`src/rtl/img_row_packer.sv`:
```
// rtl/img_row_packer.sv - packs IN_W-bit pixel words into 640-bit rows and writes them to a row buffer.
// Optional IMG_PACK_BSWAP_EN: byte-reverse each accepted word before storing it.
module img_row_packer #(
   parameter int IN_W = 32,
   parameter int ROWS = 512
) (
   input  logic            clk,
   input  logic            rst_n,
   input  logic            start,
   input  logic            in_valid,
   input  logic [IN_W-1:0] in_data,
   output logic            in_ready,
   output logic            buf_we,
   output logic [8:0]      buf_waddr,
   output logic [639:0]    buf_wdata,
   output logic            busy,
   output logic            frame_done
);
   localparam int WORDS = 640 / IN_W;
   localparam int WW    = (WORDS > 1) ? $clog2(WORDS) : 1;
   localparam logic [WW-1:0] LAST_WORD = WW'(WORDS - 1);
   localparam logic [8:0]    LAST_ROW  = 9'(ROWS - 1);

   typedef enum logic [1:0] {S_IDLE, S_FILL, S_WRITE, S_DONE} state_t;

   state_t          state_q, state_d;
   logic [WW-1:0]   word_q, word_d;
   logic [8:0]      row_q, row_d;
   logic [639:0]    row_reg_q, row_reg_d;
   logic [IN_W-1:0] word_in;

`ifdef IMG_PACK_BSWAP_EN
   always_comb begin
      word_in = '0;
      for (int b = 0; b < IN_W / 8; b++) begin
         word_in[IN_W-1-8*b -: 8] = in_data[8*b +: 8];
      end
   end
`else
   assign word_in = in_data;
`endif

   always_ff @(posedge clk) begin
      if (!rst_n) begin
         state_q   <= S_IDLE;
         word_q    <= '0;
         row_q     <= '0;
         row_reg_q <= '0;
      end else begin
         state_q   <= state_d;
         word_q    <= word_d;
         row_q     <= row_d;
         row_reg_q <= row_reg_d;
      end
   end

   // Handshake and write strobe depend on state only, never on in_valid.
   always_comb begin
      state_d    = state_q;
      word_d     = word_q;
      row_d      = row_q;
      row_reg_d  = row_reg_q;
      in_ready   = 1'b0;
      buf_we     = 1'b0;
      frame_done = 1'b0;
      case (state_q)
         S_IDLE: begin
            if (start) begin
               state_d = S_FILL;
               word_d  = '0;
               row_d   = '0;
            end
         end
         S_FILL: begin
            in_ready = 1'b1;
            if (in_valid) begin
               row_reg_d[int'(word_q) * IN_W +: IN_W] = word_in;
               if (word_q == LAST_WORD) begin
                  state_d = S_WRITE;
               end else begin
                  word_d = word_q + 1'b1;
               end
            end
         end
         S_WRITE: begin
            buf_we = 1'b1;
            if (row_q == LAST_ROW) begin
               state_d = S_DONE;
            end else begin
               row_d   = row_q + 1'b1;
               word_d  = '0;
               state_d = S_FILL;
            end
         end
         S_DONE: begin
            frame_done = 1'b1;
            state_d    = S_IDLE;
         end
         default: state_d = S_IDLE;
      endcase
   end

   assign buf_waddr = row_q;
   assign buf_wdata = row_reg_q;
   assign busy      = (state_q != S_IDLE);

endmodule

```
`config.mk`:
```
export PLATFORM = sky130hd
export DESIGN_NAME = img_row_packer
export DESIGN_NICKNAME = d
export VERILOG_FILES = /design/src/rtl/img_row_packer.sv
export SDC_FILE = /design/constraint.sdc
export NUM_CORES = 1
export LEC_CHECK = 0
export ABC_AREA = 0
export ABC_CLOCK_PERIOD_IN_PS = 5200
export CAP_MARGIN = 20
export CORE_AREA = 2 2 266 268
export CTS_BUF_LIST = sky130_fd_sc_hd__clkbuf_16
export DETAILED_ROUTE_END_ITERATION = 7
export DIE_AREA = 0 0 268 270
export HOLD_SLACK_MARGIN = 0.06
export SETUP_SLACK_MARGIN = 0.4
export SYNTH_ARGS = -nofsm -noshare
export SYNTH_HDL_FRONTEND = slang
export SYNTH_SLANG_ARGS = --single-unit
export TNS_END_PERCENT = 20
```
`constraint.sdc`:
```
create_clock -name clk -period 5.2 [get_ports clk]
set_input_delay 0.52 -clock clk [delete_from_list [all_inputs] [get_ports clk]]
set_output_delay 0.52 -clock clk [all_outputs]
set_load 0.03 [all_outputs]
```
==> summary by stage, run 1 <==
Run status
The run finished with clean final reports.

Yosys
The synthesized area is 22700 um^2. The most frequently used flop master after synthesis is sky130_fd_sc_hd__dfxtp_1. The count of mapped cells out of synthesis is 2503. The portion of the post-synthesis area used by sequential elements is 57.8%. The average cell area after synthesis is 9.08 um^2. After synthesis, the share of cell area in mux cells is 0.440%. In this run, synthesis inferred 0 flip-flops with an integrated enable.

For this run, the number of Yosys warnings is 0. Ranked by total cell area, the synthesized netlist is headed by sky130_fd_sc_hd__dfxtp_1 58%, sky130_fd_sc_hd__nand3_1 11%, sky130_fd_sc_hd__o21ai_0 6.7%, sky130_fd_sc_hd__nand2_1 5.4%, sky130_fd_sc_hd__a22o_1 4.7%. The proportion of synthesized flip-flops having asynchronous set or reset is 0%. The post-synthesis adder-cell area fraction is 0.275%. The synthesized netlist devotes 0.501% of its cell area to XOR and XNOR gates. The share of the synthesized area in compound gates (AO/OA/AOI/OAI) is 17.8%. The flop and latch count out of synthesis is 656. The main combinational cell family by area after synthesis is simple AND/OR/NAND/NOR gates. The number of nets in the synthesized netlist is 2544. Of the post-synthesis cell area, the dominant cell type holds 57.8%. The most common cell in the netlist is sky130_fd_sc_hd__dfxtp_1. The number of different library cells used by synthesis comes to 52. By count the netlist is led by 656 x sky130_fd_sc_hd__dfxtp_1, 495 x sky130_fd_sc_hd__nand3_1, 325 x sky130_fd_sc_hd__nand2_1, 306 x sky130_fd_sc_hd__o21ai_0, 170 x sky130_fd_sc_hd__clkbuf_1. The area share of and/or/nand/nor cells after synthesis is 18.5%.

The cell type contributing the most total cell area after synthesis is sky130_fd_sc_hd__dfxtp_1.

Floorplan
In this run the horizontal extent of the chip is 268 um. The overall die area is 72400 um^2. The initial core utilization is 32.7%.

The number of I/O pins is 689. The total area inside the core boundary comes to 69500 um^2. From bottom edge to top edge, the die measures 270 um. The floorplan has 97 rows.

GRT
The number of global-route vias before repair came to 20500. In the global route stage, overall resource usage came out at 28.9%. Global routing finished with a remaining overflow of 0. The initial antenna violation count came to 6. The first global-routing pass estimated 152 mm of wire. The maximum number of pins on one net before global-route repair is 216.

Clocking
CTS saw 656 sinks. The CTS tree is done. Buffers inserted during clock tree synthesis total 73.

The H-tree depth is 3. Post-CTS repair changed the size of 0 cells. The clock latency reported for the late side of the worst-skew pair is 620 ps. The CTS clock-pin slew for the worst setup and hold paths is 60 ps. Clock tree synthesis selected as its root buffer the cell sky130_fd_sc_hd__clkbuf_16. In this run the post-CTS setup repair buffer count came out at 0. Buffers inserted to repair hold after CTS numbered 0. The maximum buffer depth of the clock tree is 3.

Detailed routing
The number of vias after detailed routing is 21900. After detailed routing, the number of remaining DRC violations is 0. After detailed routing, the average wire length per cell comes to 26.8 um. In this run, the number of DRC markers left after iteration 0 of detailed routing was 1877. The number of nets still failing antenna checks after routing is 0. After detailed routing, the total wire length is 109 mm. In the routed layout, each cell is associated on average with a via count of 5.38. The number of detailed-routing iterations run before antenna repair is 5.

Cells and area
From synthesis to final layout, the design area changed by 43.8%. The layout cell share with drive strength beyond 1 is 6.24%. The number of antenna diodes in the final layout is 0. The count of placed standard cells in the final layout, fillers left out is 4065. The register area is 13100 um^2. The filler cell count is 6509. After the last flow step, the layout net total stands at 3112.

The multi-input combinational cells in the finished layout cover a total of 8690 um^2.

Min path
In this run the most critical hold path is launched from rst_n. The terminating pin of the worst hold path is buf_wdata[294]$_SDFFE_PN0P_. The worst hold path passes through 3 cells. The class of the tightest hold or removal check is primary input to register.

Timing
The slew of the pin with the lowest slew margin is 1110 ps. Setup repair after global routing could not meet its margin everywhere. Adding up every negative setup slack in the final design gives 0 ps. Derived from the worst setup path, the maximum achievable clock frequency is 214 MHz. Setup violations remaining at the end of the flow were counted as 0.

Measured against its own limit, the worst slew margin works out to 25.7%. The total count of hold-check failures in the final report was 0. The routed design could run at a clock period as short as 4680 ps. The number of pins exceeding their max-slew limit in the final report is 0. The final critical path takes up 90.0% of the cycle. Between clock sinks in the finished design, the worst skew comes to 23.2 ps.

Setup path
The required time reported for the critical path endpoint is 5740 ps. The startpoint identified for the worst register-to-register timing path is word_q[0]$_SDFFE_PN0P_. The worst register-to-register path has a depth of 8.

Data on the critical path arrives at its endpoint at 5220 ps. The critical path class is register to register. Along the worst path, the maximum fanout reaches 32. In this run the critical register-to-register path is captured at buf_wdata[168]$_SDFFE_PN0P_. STA classifies the critical path endpoint as a register. The setup slack of the most critical reg-to-reg path is 520 ps. The startpoint type of the worst setup path is a register.

Power
The worst-case vdd ir drop is 236 uV. For this design the ratio of total power to cell area is 324 nW/um^2. The leakage dissipation is 11.0 nW.

Placement
Routability-driven placement finished with a final weighted congestion of 0.859. The number of port buffers is 688. The detailed placement HPWL is 73.1 mm. The cell total after placement is 3934.

Flow run
Max-cap violations in this run came to 0.
## cell type report
cell class,instances,share of cell area (%)
multi-input combinational,1586,26.6
clock inverter,55,1.35
timing repair buffer,748,22.5
clock buffer,74,5.67
inverter,6,0.0766
sequential,656,40.2
tap,940,3.60
## stage by stage
step	hold slack [ps]	instance area [um^2]	setup WS, ps	util [%]	power [mW]
5_1_grt	434	32700	260	47.0	10.9
2_1_floorplan	565	22700	2100	-	5.40
3_3_place_gp	438	30300	866	43.6	5.66
6_report	398	32700	521	47.0	10.6
3_5_place_dp	442	30300	558	43.6	5.67
4_1_cts	389	32600	537	46.9	10.7
## metal layers
layer	GRT usage, %	share of wire (%)
met1	34.3	38
met5	0	0
met2	47.3	47
met4	12.1	4.1
met3	9.92	11
## worst max-delay path by stage
stage | to | cells after the start | slack, ps | start
after floorplan | buf_wdata[628]$_SDFFE_PN0P_ | 15 | 2100 | word_q[0]$_SDFFE_PN0P_
after global placement | buf_wdata[191]$_SDFFE_PN0P_ | 8 | 870 | word_q[0]$_SDFFE_PN0P_
after detailed placement | buf_wdata[613]$_SDFFE_PN0P_ | 9 | 560 | word_q[0]$_SDFFE_PN0P_
after CTS | buf_wdata[613]$_SDFFE_PN0P_ | 9 | 540 | word_q[0]$_SDFFE_PN0P_
after global routing | buf_wdata[162]$_SDFFE_PN0P_ | 8 | 260 | word_q[0]$_SDFFE_PN0P_
final | buf_wdata[168]$_SDFFE_PN0P_ | 8 | 520 | word_q[0]$_SDFFE_PN0P_
## cells by family after synthesis
family,Yosys count
AO/OA/AOI/OAI,658
XOR/XNOR,13
adder cells (fa/ha/maj),5
buffers and inverters,261
flip-flops,656
multiplexers,10
AND/OR/NAND/NOR,900
## state kept, by name, indices dropped and copies added (netlist names)
register   cells
word_q         5
state_q        2
buf_wdata    640
buf_waddr      9
## where the power goes
group | internal [mW] | switching, mW | leakage (nW) | total (mW)
clock network | 2.89 | 2.14 | 1.17 | 5.03
registers | 5.04 | 0.0118 | 5.28 | 5.05
logic | 0.0993 | 0.414 | 4.53 | 0.513
## placed cells by master, fill, tap and decap left out, drive strengths merged, types with 5 or more instances in the layout
cell and instances:
a22o 123, xor2 7, and2 6, dfxtp 656
clkdlybuf4s50 681, mux2i 10, nor3 6, and3 7
nand2b 5, nor2b 6, a32o 6, ha 5
buf 67, clkinv 32, bufinv 6, clkbuf 74
inv 22, xnor2 6, o31ai 73, nand2 325
nor2 27, a21oi 133, and4 5, nand4 5
nand3 495, o21ai 311
## worst max-delay path, stage by stage, from the launching register on
cell	delay, ps
sky130_fd_sc_hd__dfxtp_1	470
sky130_fd_sc_hd__inv_1	270
sky130_fd_sc_hd__ha_1	470
sky130_fd_sc_hd__nor3b_1	880
sky130_fd_sc_hd__ha_1	620
sky130_fd_sc_hd__inv_1	230
sky130_fd_sc_hd__o31a_1	580
sky130_fd_sc_hd__nor2_4	840
sky130_fd_sc_hd__a22o_1	240
Note: power is estimated with default switching activity, not from simulation.
==> inputs of run 2 (changes only) <==
Settings changed: ABC_CLOCK_PERIOD_IN_PS 5200 to 5100.
Clock period 5.2 ns to 5.1 ns, I/O delays scaled along.
==> run 2 against run 1 <==
Effect of this change:
- die area did not move
- non-clock buffer count increased by 5
- register-to-register slack improved by 150 ps
- clock-buffer cell count is 2 lower
- via count is 0.13% higher
- clock power is 2% lower
- final cell count increased by 0.20%
- worst setup slack better by 150 ps
- largest power group unchanged
==> summary by stage, run 2 (synthesis results as in run 1) <==
Run status
The flow ran to the end, and the final reports show no timing, DRC or antenna violations.

Floorplan
The overall die area is 72400 um^2 (unchanged). The standard-cell row count is 97 (unchanged). The x dimension of the die is 268 um (unchanged). The chip height was 270 um (unchanged).

The number of I/O pins is 689 (unchanged). The placeable core area is 69500 um^2 (unchanged). The initial core utilization is 32.7% (unchanged).

Clocking
The H-tree depth came to 3 (unchanged). The root buffer cell is sky130_fd_sc_hd__clkbuf_16. The clock latency reported for the late side of the worst-skew pair was 620 ps (about the same). The number of buffers created by CTS is 72 (-1.4%). The CTS clock-pin slew for the worst setup and hold paths came to 60 ps (about the same). The maximum buffer depth of the clock tree was 3 (unchanged).

The post-CTS setup buffer count is 0 (unchanged). The CTS tree is done. The number of sinks on the clock net came to 656 (unchanged).

GRT
The overflow left after global routing is 0 (unchanged). The number of global-route vias before repair is 20900 (+1.7%). The first-pass GRT wire length is 154 mm (+1.2%). The met2 track utilization from global routing was 47.0% (-0.25 points). The initial antenna violation count was 5 (-1). The maximum number of pins on one net before global-route repair is 208 (-3.7%). The total routing resource utilization after global routing came to 29.1% (+0.19 points). The met1 track utilization from global routing is 35.3% (+1.0 points). The global routing stage identified its most utilized layer as met2.

The global routing met3 resource utilization is 9.15% (-0.77 points).

Cells and area
The area growth from synthesis to layout is 43.6%. The layout cell share with drive strength beyond 1 was 6.48% (+0.24 points). Leaving out fill and tap cells, the most frequent cell in the layout is sky130_fd_sc_hd__clkdlybuf4s50_1. In the layout the commonest cells are 681 x sky130_fd_sc_hd__clkdlybuf4s50_1, 656 x sky130_fd_sc_hd__dfxtp_1, 487 x sky130_fd_sc_hd__nand3_1, 325 x sky130_fd_sc_hd__nand2_1, 306 x sky130_fd_sc_hd__o21ai_0. The flip-flop count of the largest register after layout is 640 (unchanged). The final layout net count is 3116 (+0.13%). The final standard cell utilization of the core is 46.9% (-0.063 points).

Placement
The routability congestion estimate is 0.898 (+4.5%). The placement-stage worst setup slack is 431 ps (-127 ps). The detailed placement HPWL is 73.5 mm (+0.58%). The number of port buffers is 688 (unchanged).

Power
The areal power density over the cells is 326 nW/um^2 (+0.47%). The worst-case vdd ir drop is 213 uV (-9.6%). The leakage dissipation came to 11.0 nW (about the same). The part of the power in combinational logic is 5.0% (+0.2 points). The part of the total power dissipated in the clock network was 46.6% (-0.9 points). The net switching power figure is 2.68 mW (+4.3%). The switching share of power is 25.2% (+0.97 points). The relative contribution of sequential cells to total power came to 48.4% (+0.7 points). The cell-internal power came to 7.95 mW (-0.95%).

Detailed routing
The routed wire length came to 109 mm (+0.28%). The remaining routing DRC violations was 0 (unchanged). The number of vias per cell is 5.38 (about the same).

The number of detailed-routing iterations run before antenna repair is 5 (unchanged). The number of vias after detailed routing is 21900 (+0.13%). The initial DRC count is 1996 (+6.3%). The wire length per cell after detailed routing was 26.8 um (about the same). The number of nets still failing antenna checks after routing is 0 (unchanged).

Timing
The total count of hold-check failures in the final report came to 0 (unchanged). The slew of the pin with the lowest slew margin was 1210 ps (+102 ps). The post-route minimum period was 4430 ps (-253 ps).

The final critical-path share of the clock period is 86.8% (-3.2 points). The remaining max-slew budget at the tightest pin is 18.8% (-6.8 points). The achievable clock frequency is 226 MHz (+5.7%).

Setup repair after global routing left no endpoint under its margin. The post-route clock skew came to 18.5 ps (-4.65 ps). The total negative setup slack is 0 ps (unchanged). The worst setup slack after layout is 674 ps (+153 ps). The final setup violation count came to 0 (unchanged). The number of pins exceeding their max-slew limit in the final report is 0 (unchanged).

Setup path
The arrival time of the worst setup path came to 4920 ps (-300 ps). The largest individual stage delay along the critical path comes from the cell sky130_fd_sc_hd__nand3_2. The required time reported for the critical path endpoint came to 5590 ps (-150 ps).

The dominant delay contributor by cell family on the critical path is simple AND/OR/NAND/NOR gates. The type of destination of the critical path is a register. The count of buffer and inverter cells on the critical path is 2 (unchanged). The top fanout value on the critical path was 50 (+56%). STA classifies the critical path startpoint as a register.

The critical path goes through inv_1 > ha_1 > nor3b_2 > ha_2 > and4bb_1 > and3_1 > nand3_2 > buf_4 > nand3_1 > o21ai_0. The critical path class is register to register. The biggest cell delay along the critical path is 810 ps (-70 ps).

Flow run
The max-capacitance violation count came to 0 (unchanged).

Min path
The class of the tightest hold or removal check is primary input to register.
run 2: cell type report:
| type | count | area [um^2] |
|---|---|---|
| antenna | 1 | 2.50 |
| clock buffer | 72 | 1800 |
| clock inverter | 59 | 413 |
| fill | 6560 | 36900 |
| inverter | 6 | 25.0 |
| multi-input combinational | 1586 | 8700 |
| sequential | 656 | 13100 |
| tap | 940 | 1180 |
| timing repair buffer | 753 | 7380 |
run 2: repair_timing:
action	CTS	global route
hold buffers	0	0
gates resized for setup	0	2
setup endpoints to repair	0	183
endpoints found under the hold margin	0	0
run 2: per-layer routing:
layer | share of wire (%) | routed length [um]
met2 | 46 | 50200
met4 | 4.6 | 5000
met1 | 40 | 43200
met5 | 0.011 | 12
met3 | 9.8 | 10700
run 2: tightest hold or removal path, stage by stage:
cell                      delay [ps]
sky130_fd_sc_hd__buf_8           240
sky130_fd_sc_hd__nand2_1         140
sky130_fd_sc_hd__o21ai_0          60
run 2: power groups by stage:
stage	Clock (mW)	Sequential [mW]	Combinational (mW)
6_report	4.95	5.15	0.532
5_1_grt	5.26	5.14	0.547
4_1_cts	5.04	5.15	0.523
3_5_place_dp	0	5.26	0.522
3_3_place_gp	0	5.26	0.516
2_1_floorplan	0	5.27	0.231
run 2: worst paths after layout:
check / from / end / slack (ps) / depth (start not counted)
worst max-delay path: word_q[0]$_SDFFE_PN0P_ / buf_wdata[546]$_SDFFE_PN0P_ / 670 / 10
worst min-delay path: rst_n / buf_wdata[312]$_SDFFE_PN0P_ / 400 / 3
worst max register to register: word_q[0]$_SDFFE_PN0P_ / buf_wdata[546]$_SDFFE_PN0P_ / 670 / 10
worst min register to register: buf_wdata[365]$_SDFFE_PN0P_ / buf_wdata[365]$_SDFFE_PN0P_ / 450 / 2
run 2: per-stage QoR:
stage          instance area (um^2)  hold slack, ps  total power, mW  instances
2_1_floorplan                 22700             565             5.50       2503
3_3_place_gp                  30400             438             5.77       3940
3_5_place_dp                  30400             443             5.78       3940
4_1_cts                       32600             397             10.7       4071
5_1_grt                       32600             439             10.9       4072
6_report                      32600             400             10.6       4073
==> inputs of run 3 (changes only) <==
Settings changed: ABC_CLOCK_PERIOD_IN_PS 5100 to 3900.
Clock period 5.1 ns to 3.9 ns, I/O delays scaled along.
==> run 3 against run 2 <==
Effect of this change:
- sequential share of layout area decreased by 0.27 points
- fmax increased by 34%
- critical endpoint is now buf_wdata[541]$_SDFFE_PN0P_
- non-clock buffer count increased by 12
- first-iteration DRC count decreased by 6.5%
- combinational power increased by 35%
- power increased by 33%
==> summary by stage, run 3 (synthesis results as in run 1) <==
Run status
The flow ran to the end, and the final reports show no timing, DRC or antenna violations.

Placement
The routability congestion estimate came to 0.864 (-3.7%). The cell total after placement is 3949 (+0.23%). The number of port buffers is 688 (unchanged). The detailed placement HPWL was 74.6 mm (+1.5%).

Cells and area
The area used by multi-input combinational logic is 8690 um^2 (about the same). The count of placed standard cells in the final layout, fillers left out is 4086 (+0.32%). The register area came to 13100 um^2 (unchanged). The layout cell share with drive strength beyond 1 is 6.90% (+0.42 points). The most common library cell in the layout ignoring fill and taps is sky130_fd_sc_hd__clkdlybuf4s50_1. In the layout the commonest cells are 681 x sky130_fd_sc_hd__clkdlybuf4s50_1, 656 x sky130_fd_sc_hd__dfxtp_1, 487 x sky130_fd_sc_hd__nand3_1, 325 x sky130_fd_sc_hd__nand2_1, 306 x sky130_fd_sc_hd__o21ai_0. The filler cell count is 6524 (-0.55%). The final layout net count is 3128 (+0.39%). The flip-flop count of the largest register after layout came to 640 (unchanged). The area growth from synthesis to layout is 44.6%.

Setup path
The largest individual stage delay along the critical path comes from the cell sky130_fd_sc_hd__nor4_2. In this run the critical register-to-register path is launched from word_q[1]$_SDFFE_PN0P_. Among the stages of the critical path, the cell type that occurs most often is sky130_fd_sc_hd__ha_1. The biggest cell delay along the critical path is 680 ps (-130 ps). The signal on the critical path passes through inv_1 > ha_1 > nor3b_1 > ha_1 > nand4bb_1 > nor4_2 > nand3_2 > buf_4 > o31ai_1. The critical path depth in cells is 9 (-1). STA classifies the critical path startpoint as a register. The top fanout value on the critical path is 64 (+28%). The count of buffer and inverter cells on the critical path was 2 (unchanged).

The type of destination of the critical path is a register. The dominant delay contributor by cell family on the critical path is simple AND/OR/NAND/NOR gates. The worst setup path is of the register to register kind. The logic depth of the worst register-to-register path is 9 (-1). The arrival time of the worst setup path came to 3840 ps (-1080 ps). The required time reported for the critical path endpoint is 4430 ps (-1160 ps). In this run the worst setup path terminates at buf_wdata[541]$_SDFFE_PN0P_. The setup slack of the most critical reg-to-reg path came to 590 ps (-90 ps). The startpoint of the most critical setup path is word_q[1]$_SDFFE_PN0P_. The worst register-to-register path ends at buf_wdata[541]$_SDFFE_PN0P_.

Floorplan
The initial core utilization is 32.7% (unchanged). The standard-cell row count came to 97 (unchanged). The number of I/O pins is 689 (unchanged). The placeable core area came to 69500 um^2 (unchanged).

The x dimension of the die is 268 um (unchanged). The overall die area came to 72400 um^2 (unchanged). The chip height is 270 um (unchanged).

Detailed routing
The routed wire length came to 110 mm (+0.64%). The number of nets still failing antenna checks after routing is 0 (unchanged). The remaining routing DRC violations is 0 (unchanged). The number of vias after detailed routing came to 21800 (-0.52%).

The number of vias per cell came to 5.34 (-0.84%). The wire length per cell after detailed routing is 26.9 um (+0.32%). The initial DRC count was 1866 (-6.5%). The number of detailed-routing iterations run before antenna repair is 6 (+1).

Timing
The final setup violation count is 0 (unchanged). The post-route clock skew is 46.5 ps (+28.0 ps). The achievable clock frequency is 302 MHz (+34%). The final critical-path share of the clock period is 84.9% (-1.9 points). The slew of the pin with the lowest slew margin is 1070 ps (-147 ps).

The total count of hold-check failures in the final report is 0 (unchanged). The remaining max-slew budget at the tightest pin came to 28.7% (+9.9 points). The total negative setup slack was 0 ps (unchanged). The post-route minimum period is 3310 ps (-1110 ps). The number of pins exceeding their max-slew limit in the final report is 0 (unchanged). Setup repair after global routing left no endpoint under its margin.

GRT
The total routing resource utilization after global routing came to 29.3% (+0.22 points). The initial antenna violation count is 5 (unchanged). The first-pass GRT wire length is 153 mm (-0.55%). The maximum number of pins on one net before global-route repair is 189 (-9.1%). The overflow left after global routing is 0 (unchanged). The number of global-route vias before repair is 20700 (-0.72%).

Clocking
The H-tree depth is 3 (unchanged). The clock latency reported for the late side of the worst-skew pair is 640 ps (+20 ps). The number of sinks on the clock net is 656 (unchanged). The root buffer cell chosen for the clock tree is sky130_fd_sc_hd__clkbuf_16. The maximum buffer depth of the clock tree is 3 (unchanged). The number of buffers created by CTS came to 72 (unchanged).

TritonCTS built the clock tree. The CTS clock-pin slew for the worst setup and hold paths is 60 ps (about the same).

Flow run
The max-capacitance violation count is 0 (unchanged).

Power
The worst-case vdd ir drop is 314 uV (+47%). The leakage dissipation is 11.1 nW (+0.97%). The areal power density over the cells is 430 nW/um^2 (+32%).

Min path
The class of the tightest hold or removal check is primary input to register.
==> run 3: cell types whose count changed in the layout (fill, tap and decap cells not counted), moves of 2 or more <==
cell,previous run,this run
sky130_fd_sc_hd__clkinv_4,2,4
sky130_fd_sc_hd__clkinv_2,11,7
sky130_fd_sc_hd__clkinvlp_4,1,3
sky130_fd_sc_hd__buf_12,1,3
sky130_fd_sc_hd__buf_4,63,72
sky130_fd_sc_hd__bufinv_16,2,4
==> run 3: worst register-to-register path, cell delays in order (launching register included) <==
cell,delay (ps)
sky130_fd_sc_hd__dfxtp_1,570
sky130_fd_sc_hd__inv_1,100
sky130_fd_sc_hd__ha_1,200
sky130_fd_sc_hd__nor3b_1,150
sky130_fd_sc_hd__ha_1,240
sky130_fd_sc_hd__nand4bb_1,320
sky130_fd_sc_hd__nor4_2,680
sky130_fd_sc_hd__nand3_2,200
sky130_fd_sc_hd__buf_4,370
sky130_fd_sc_hd__o31ai_1,410
==> run 3: worst min-delay path by stage <==
stage,startpoint,end,slack [ps],cells past startpoint
2_1_floorplan,in_data[12],buf_wdata[492]$_SDFFE_PN0P_,520,1
6_report,rst_n,buf_wdata[305]$_SDFFE_PN0P_,190,3
4_1_cts,rst_n,buf_wdata[35]$_SDFFE_PN0P_,140,3
3_5_place_dp,buf_wdata[365]$_SDFFE_PN0P_,buf_wdata[365]$_SDFFE_PN0P_,440,2
3_3_place_gp,buf_wdata[617]$_SDFFE_PN0P_,buf_wdata[617]$_SDFFE_PN0P_,440,2
5_1_grt,rst_n,buf_wdata[35]$_SDFFE_PN0P_,180,3
==> run 3: timing repair <==
item / 4_1_cts / 5_1_grt
gates resized for setup: 0 / 1
hold buffers: 0 / 0
setup buffers: 0 / 2
setup endpoints to repair: 0 / 29
==> run 3: power breakdown <==
| group | switching, mW | total, mW | internal, mW |
|---|---|---|---|
| combinational | 0.566 | 0.716 | 0.150 |
| sequential | 0.0113 | 6.73 | 6.71 |
| clock | 2.97 | 6.70 | 3.73 |
| total | 3.55 | 14.1 | 10.6 |
==> run 3: through the flow <==
stage	total power, mW	worst slack [ps]	area, um^2	hold slack (ps)	utilization, %
final	14.1	589	32900	191	47.2
after CTS	14.2	500	32800	143	47.1
after detailed placement	7.57	516	30500	442	43.8
after floorplan	7.20	799	22700	523	-
after global routing	14.5	403	32900	179	47.2
after global placement	7.57	546	30500	437	43.8
==> run 3: final cells by class <==
class | instances | area share [%]
tap | 940 | 3.58
clock inverter | 59 | 1.47
timing repair buffer | 765 | 22.9
antenna | 1 | 0.00762
sequential | 656 | 40.0
clock buffer | 73 | 5.56
multi-input combinational | 1586 | 26.5
inverter | 6 | 0.0762
==> run 3: routing by layer <==
layer | wire (um) | up-vias | GRT usage (%)
met2 | 50100 | 1047 | 46.9
met4 | 5240 | 2 | 13.3
met1 | 42900 | 10500 | 35.5
li1 | - | 10000 | -
met3 | 11500 | 228 | 9.78
met5 | 8 | - | 0
==> patch 1 (settings of run 3) <==
The parameter `IN_W` goes from 32 to 64.
--- a/src/rtl/img_row_packer.sv
+++ b/src/rtl/img_row_packer.sv
@@ -1,7 +1,7 @@
 // rtl/img_row_packer.sv - packs IN_W-bit pixel words into 640-bit rows and writes them to a row buffer.
 // Optional IMG_PACK_BSWAP_EN: byte-reverse each accepted word before storing it.
 module img_row_packer #(
-   parameter int IN_W = 32,
+   parameter int IN_W = 64,
    parameter int ROWS = 512
 ) (
    input  logic            clk,
Interface: changed (resized in_data); port bits go from 689 to 721. No check against the original RTL was run, so the function may have changed too.
==> patch 1 against run 3 <==
- power shrank 2.5%
- sequential cell count shrank 1
- design area grew 3.2%
- area after synthesis grew 6.0%
- setup slack gained 0.35 ns
- wire length shrank 11%
- synthesized cell count grew 6.7%
- critical path type is now flip-flop to output port
==> patch 1: results (changes against run 3) <==
| Metric | Value |
|---|---|
| Layout Skew | `0.0246 ns (-0.0219 ns)` |
| Iteration-0 DRC count of the detailed router | `1829 (-2.0%)` |
| Sequential Area | `13100 µm² (-0.14%)` |
| Synth unique cells | `51 (-1.9%)` |
| Top cells by area, synth | `dfxtp_1 (54%), nand3_1 (10%), nand2_1 (8.2%)` |
| Warnings from Yosys | `0 (unchanged)` |
| Critical Path AT | `2.57 ns (-1.27 ns)` |
| Leakage | `11.4 nW (+2.7%)` |
| Via count | `21900 (+0.46%)` |
| Resize count post-CTS | `0 (unchanged)` |
| Placed Cells | `4104 (+3.9%)` |
| Later-pin clock latency in the skew report | `0.60 ns (-0.04 ns)` |
| Place WS | `1.02 ns (+0.499 ns)` |
| Fraction of layout cells with a size suffix above 1 | `0.0432 (-0.0258)` |
| Initial antenna violation count | `3 (-2)` |
| TritonRoute pass-1 iters | `5 (-1)` |
| Seq/Total Area, Yosys | `0.544 (-0.0337)` |
| Max incr delay on CP | `0.84 ns (+0.16 ns)` |
| Clk slew on worst S/H paths | `0.06 ns (about the same)` |
| CP Max Fanout | `14 (-78%)` |
| H-tree Lvls | `3 (unchanged)` |
| Syn Nets | `2744 (+7.9%)` |
| Max VDD drop | `282 µV (-9.9%)` |
| IO buf count | `720 (+4.7%)` |
| Fillcell total | `6535 (+0.17%)` |
| Largest net degree at the start of global routing | `206 (+9.0%)` |
| Placed cell areas | `31700 µm² (+4.1%)` |
| Post-synth top flop | `dfxtp_1` |
| Layout Cells excl Fill | `4230 (+3.5%)` |
| Crit path max-delay family | `buffers and inverters` |
| Post-CTS Setup Inserts | `0 (unchanged)` |
| GP Congestion | `0.862 (-0.29%)` |
| Slowest CP cell | `clkdlybuf4s50_1` |
| Syn Area/Cell | `9.03 µm² (-0.60%)` |
| Int Power | `10.5 mW (-0.45%)` |
| Outcome | `finished clean` |
| Vias in the first global route | `20900 (+0.71%)` |
| GRT Resource Usage Total | `0.260 (-0.0326)` |
| Clock share of power | `0.466 (-0.008)` |
| DP HPWL | `67600 µm (-9.4%)` |
| Post-synth top cells | `dfxtp_1 (655), nand2_1 (526), nand3_1 (487)` |
| Total wire length | `97800 µm (-11%)` |
| Slew headroom | `0.289 (+0.00213)` |
| Final nets | `3312 (+5.9%)` |
| First-pass GRT wire length | `142000 µm (-7.2%)` |
## patch 1: changes by cell type after synthesis, moves of 17 or more
| cell | change |
|---|---|
| o21ai_1 | +53 |
| a21oi_1 | -129 |
| o31ai_1 | +21 |
| buf_1 | -17 |
| mux2i_1 | +182 |
| a21boi_1 | +50 |
| buf_4 | +26 |
| a22o_1 | -123 |
| nand2_1 | +201 |
| o21ai_0 | -76 |
## patch 1: cell families (layout without fill, tap and decap cells)
kind of cell             after synthesis  in the layout  synth area share
flip-flops                           655            655             0.544
other                                  0              3                 0
AO/OA/AOI/OAI                        468            468             0.117
XOR/XNOR                               9              9           0.00389
adder cells (fa/ha/maj)                6              6           0.00312
buffers and inverters                266            883            0.0530
AND/OR/NAND/NOR                     1074           1074             0.199
multiplexers                         192            192            0.0798
## patch 1: final cells by class
type | count | area share
sequential | 655 | 0.387
multi-input combinational | 1749 | 0.288
timing repair buffer | 754 | 0.225
clock buffer | 73 | 0.0539
tap | 940 | 0.0347
clock inverter | 50 | 0.0102
inverter | 6 | 0.000664
antenna | 3 | 0.000221
## patch 1: power groups by stage
stage | Clock [mW] | Sequential [mW] | Combinational [mW]
2_1_floorplan | 0 | 6.94 | 0.228
3_3_place_gp | 0 | 6.89 | 0.613
5_1_grt | 6.84 | 6.74 | 0.648
6_report | 6.43 | 6.74 | 0.618
4_1_cts | 6.55 | 6.74 | 0.618
3_5_place_dp | 0 | 6.89 | 0.617
## patch 1: worst min-delay path: cells and delay by family
kind	cells	cell delay, ns
mux	1	0.06
simple gates	1	0.13
buf+inv	1	0.21
## patch 1: worst paths after layout
kind | start | to | slack (ns) | cells past startpoint
worst min register to register | buf_wdata[62]$_SDFFE_PN0P_ | buf_wdata[62]$_SDFFE_PN0P_ | 0.45 | 2
worst max-delay path | state_q[0]$_SDFFE_PN0P_ | in_ready | 0.94 | 2
worst max register to register | word_q[2]$_SDFFE_PN0P_ | buf_wdata[402]$_SDFFE_PN0P_ | 0.95 | 7
worst min-delay path | rst_n | buf_wdata[572]$_SDFFE_PN0P_ | 0.25 | 3
## patch 1: routing by layer
metal	track usage	part of all wire
met5	0	0
met4	0.103	0.037
met3	0.0759	0.088
met2	0.412	0.45
met1	0.333	0.42
==> patch 2 (settings of run 3) <==
Made on the original files. Re-encode `state_t` (4 states) as one-hot, 4 bits wide.
--- a/src/rtl/img_row_packer.sv
+++ b/src/rtl/img_row_packer.sv
@@ -21,7 +21,7 @@
    localparam logic [WW-1:0] LAST_WORD = WW'(WORDS - 1);
    localparam logic [8:0]    LAST_ROW  = 9'(ROWS - 1);
 
-   typedef enum logic [1:0] {S_IDLE, S_FILL, S_WRITE, S_DONE} state_t;
+   typedef enum logic [3:0] {S_IDLE = 4'b0001, S_FILL = 4'b0010, S_WRITE = 4'b0100, S_DONE = 4'b1000} state_t;
 
    state_t          state_q, state_d;
    logic [WW-1:0]   word_q, word_d;
Function: no difference found for any inputs over 4 cycles, from zero or initial values and one cycle with rst_n low; so few cycles prove little.
==> patch 2 against run 3 <==
- setup slack improved by 0.021 ns
- area after synthesis is 19% higher
- sequential cell count is 2 higher
- core utilization is 5.2 points higher
- count of clock-buffer cells in the layout increased by 1
- critical path type unchanged
- design area up 11%
- wire length grew 5.5%
Power is not compared: it rests on default switching activity, and its combinational part moved more than twofold at a synthesized area within 25%.
==> patch 2: results (changes against run 3) <==
| Metric | Value |
|---|---|
| Min Hold Slack | `0.273 ns (+0.0818 ns)` |
| First-pass GRT wire length | `167000 µm (+9.2%)` |
| Max incr delay on CP | `0.47 ns (-0.21 ns)` |
| Flop2flop setup slack | `0.61 ns (+0.02 ns)` |
| CTS buffer count | `72 (unchanged)` |
| DP HPWL | `77100 µm (+3.4%)` |
| Top cells by area, synth | `dfxtp_1 (49%), mux2i_1 (12%), nand4_1 (9.6%)` |
| Later-pin clock latency in the skew report | `0.62 ns (-0.02 ns)` |
| Top sig layer | `met4` |
| Placed cell areas | `34100 µm² (+12%)` |
| Met2 WL | `53500 µm (+6.9%)` |
| Met2 track demand over resource | `0.492 (+0.0230)` |
| Initial antenna violation count | `1 (-4)` |
| WL/cell | `25.4 µm (-5.4%)` |
| Met3 Resource Use GR | `0.0852 (-0.0126)` |
| Largest net degree at the start of global routing | `197 (+4.2%)` |
| GRT Resource Usage Total | `0.307 (+0.0142)` |
| Complex-gate fraction of the synthesized area | `0.0714 (-0.106)` |
| Fillcell total | `6313 (-3.2%)` |
| Critical Path AT | `3.77 ns (-0.07 ns)` |
| Post-Synth Adder-Cell Area | `0.00231 (-0.000439)` |
| Cell area after layout | `36500 µm² (+11%)` |
| Max VDD drop | `320 µV` |
| Post-synth top cells | `nand2_1 (677), dfxtp_1 (658), nand4_1 (413)` |
| Slowest CP cell | `dfxtp_1` |
| Outcome | `finished clean` |
| CP Max Fanout | `22 (-66%)` |
| Slew headroom | `0.229 (-0.0582)` |
| Total wire length | `116000 µm (+5.5%)` |
| Largest register FFs | `640 (unchanged)` |
| Vias/cell | `5.67 (+6.3%)` |
| Fraction of layout cells with a size suffix above 1 | `0.0664 (-0.00265)` |
| Crit path max-delay family | `buffers and inverters` |
| Post-CTS Setup Inserts | `0 (unchanged)` |
| Resize count post-CTS | `0 (unchanged)` |
| IO buf count | `688 (unchanged)` |
| Layout Skew | `0.0172 ns (-0.0293 ns)` |
| Syn Nets | `3098 (+22%)` |
| Min-Delay Endpoint | `buf_wdata[510]$_SDFFE_PN0P_` |
| Iteration-0 DRC count of the detailed router | `2947 (+58%)` |
| Final nets | `3601 (+15%)` |
| Vias in the first global route | `24500 (+18%)` |
| Synth unique cells | `54 (+3.8%)` |
| Syn Area/Cell | `8.84 µm² (-2.6%)` |
| GR Layer Usage met1 | `0.376 (+0.0209)` |
| XOR/XNOR share of the synthesized area | `0.00194 (-0.00307)` |
| Placed Cells | `4424 (+12%)` |
| Reg2Reg Depth | `10 (+1)` |
| Worst Setup EP | `buf_wdata[309]$_SDFFE_PN0P_` |
| GP Congestion | `0.864 (about the same)` |
| Place WS | `0.587 ns (+0.0715 ns)` |
| Highest clock rate | `304 MHz (+0.65%)` |
| Seq/Total Area, Yosys | `0.487 (-0.0906)` |
| Met1 wire length | `44700 µm (+4.2%)` |
| Met3 WL | `11400 µm (-1.2%)` |
==> patch 2: cell types whose count changed after synthesis, moves of 95 or more <==
cell / run 3 / this run
nand4_1: 5 / 413
a21oi_1: 133 / 38
mux2i_1: 10 / 331
nand2_1: 325 / 677
nand3_1: 495 / 108
a22o_1: 123 / 0
==> patch 2: power groups by stage <==
stage	clock (mW)	sequential (mW)	combinational [mW]
2_1_floorplan	0	6.92	1.31
5_1_grt	7.13	6.76	2.27
6_report	6.78	6.76	2.17
3_5_place_dp	0	6.91	2.11
3_3_place_gp	0	6.91	2.09
4_1_cts	6.86	6.76	2.12
==> patch 2: area by class of cell <==
cell class / instances / share of cell area
Multi-Input combinational cell: 2026 / 0.327
Antenna cell: 1 / 0.0000686
Inverter: 10 / 0.00103
Clock inverter: 57 / 0.0124
Sequential cell: 658 / 0.361
Tap cell: 940 / 0.0322
Timing Repair Buffer: 792 / 0.216
Clock buffer: 74 / 0.0508
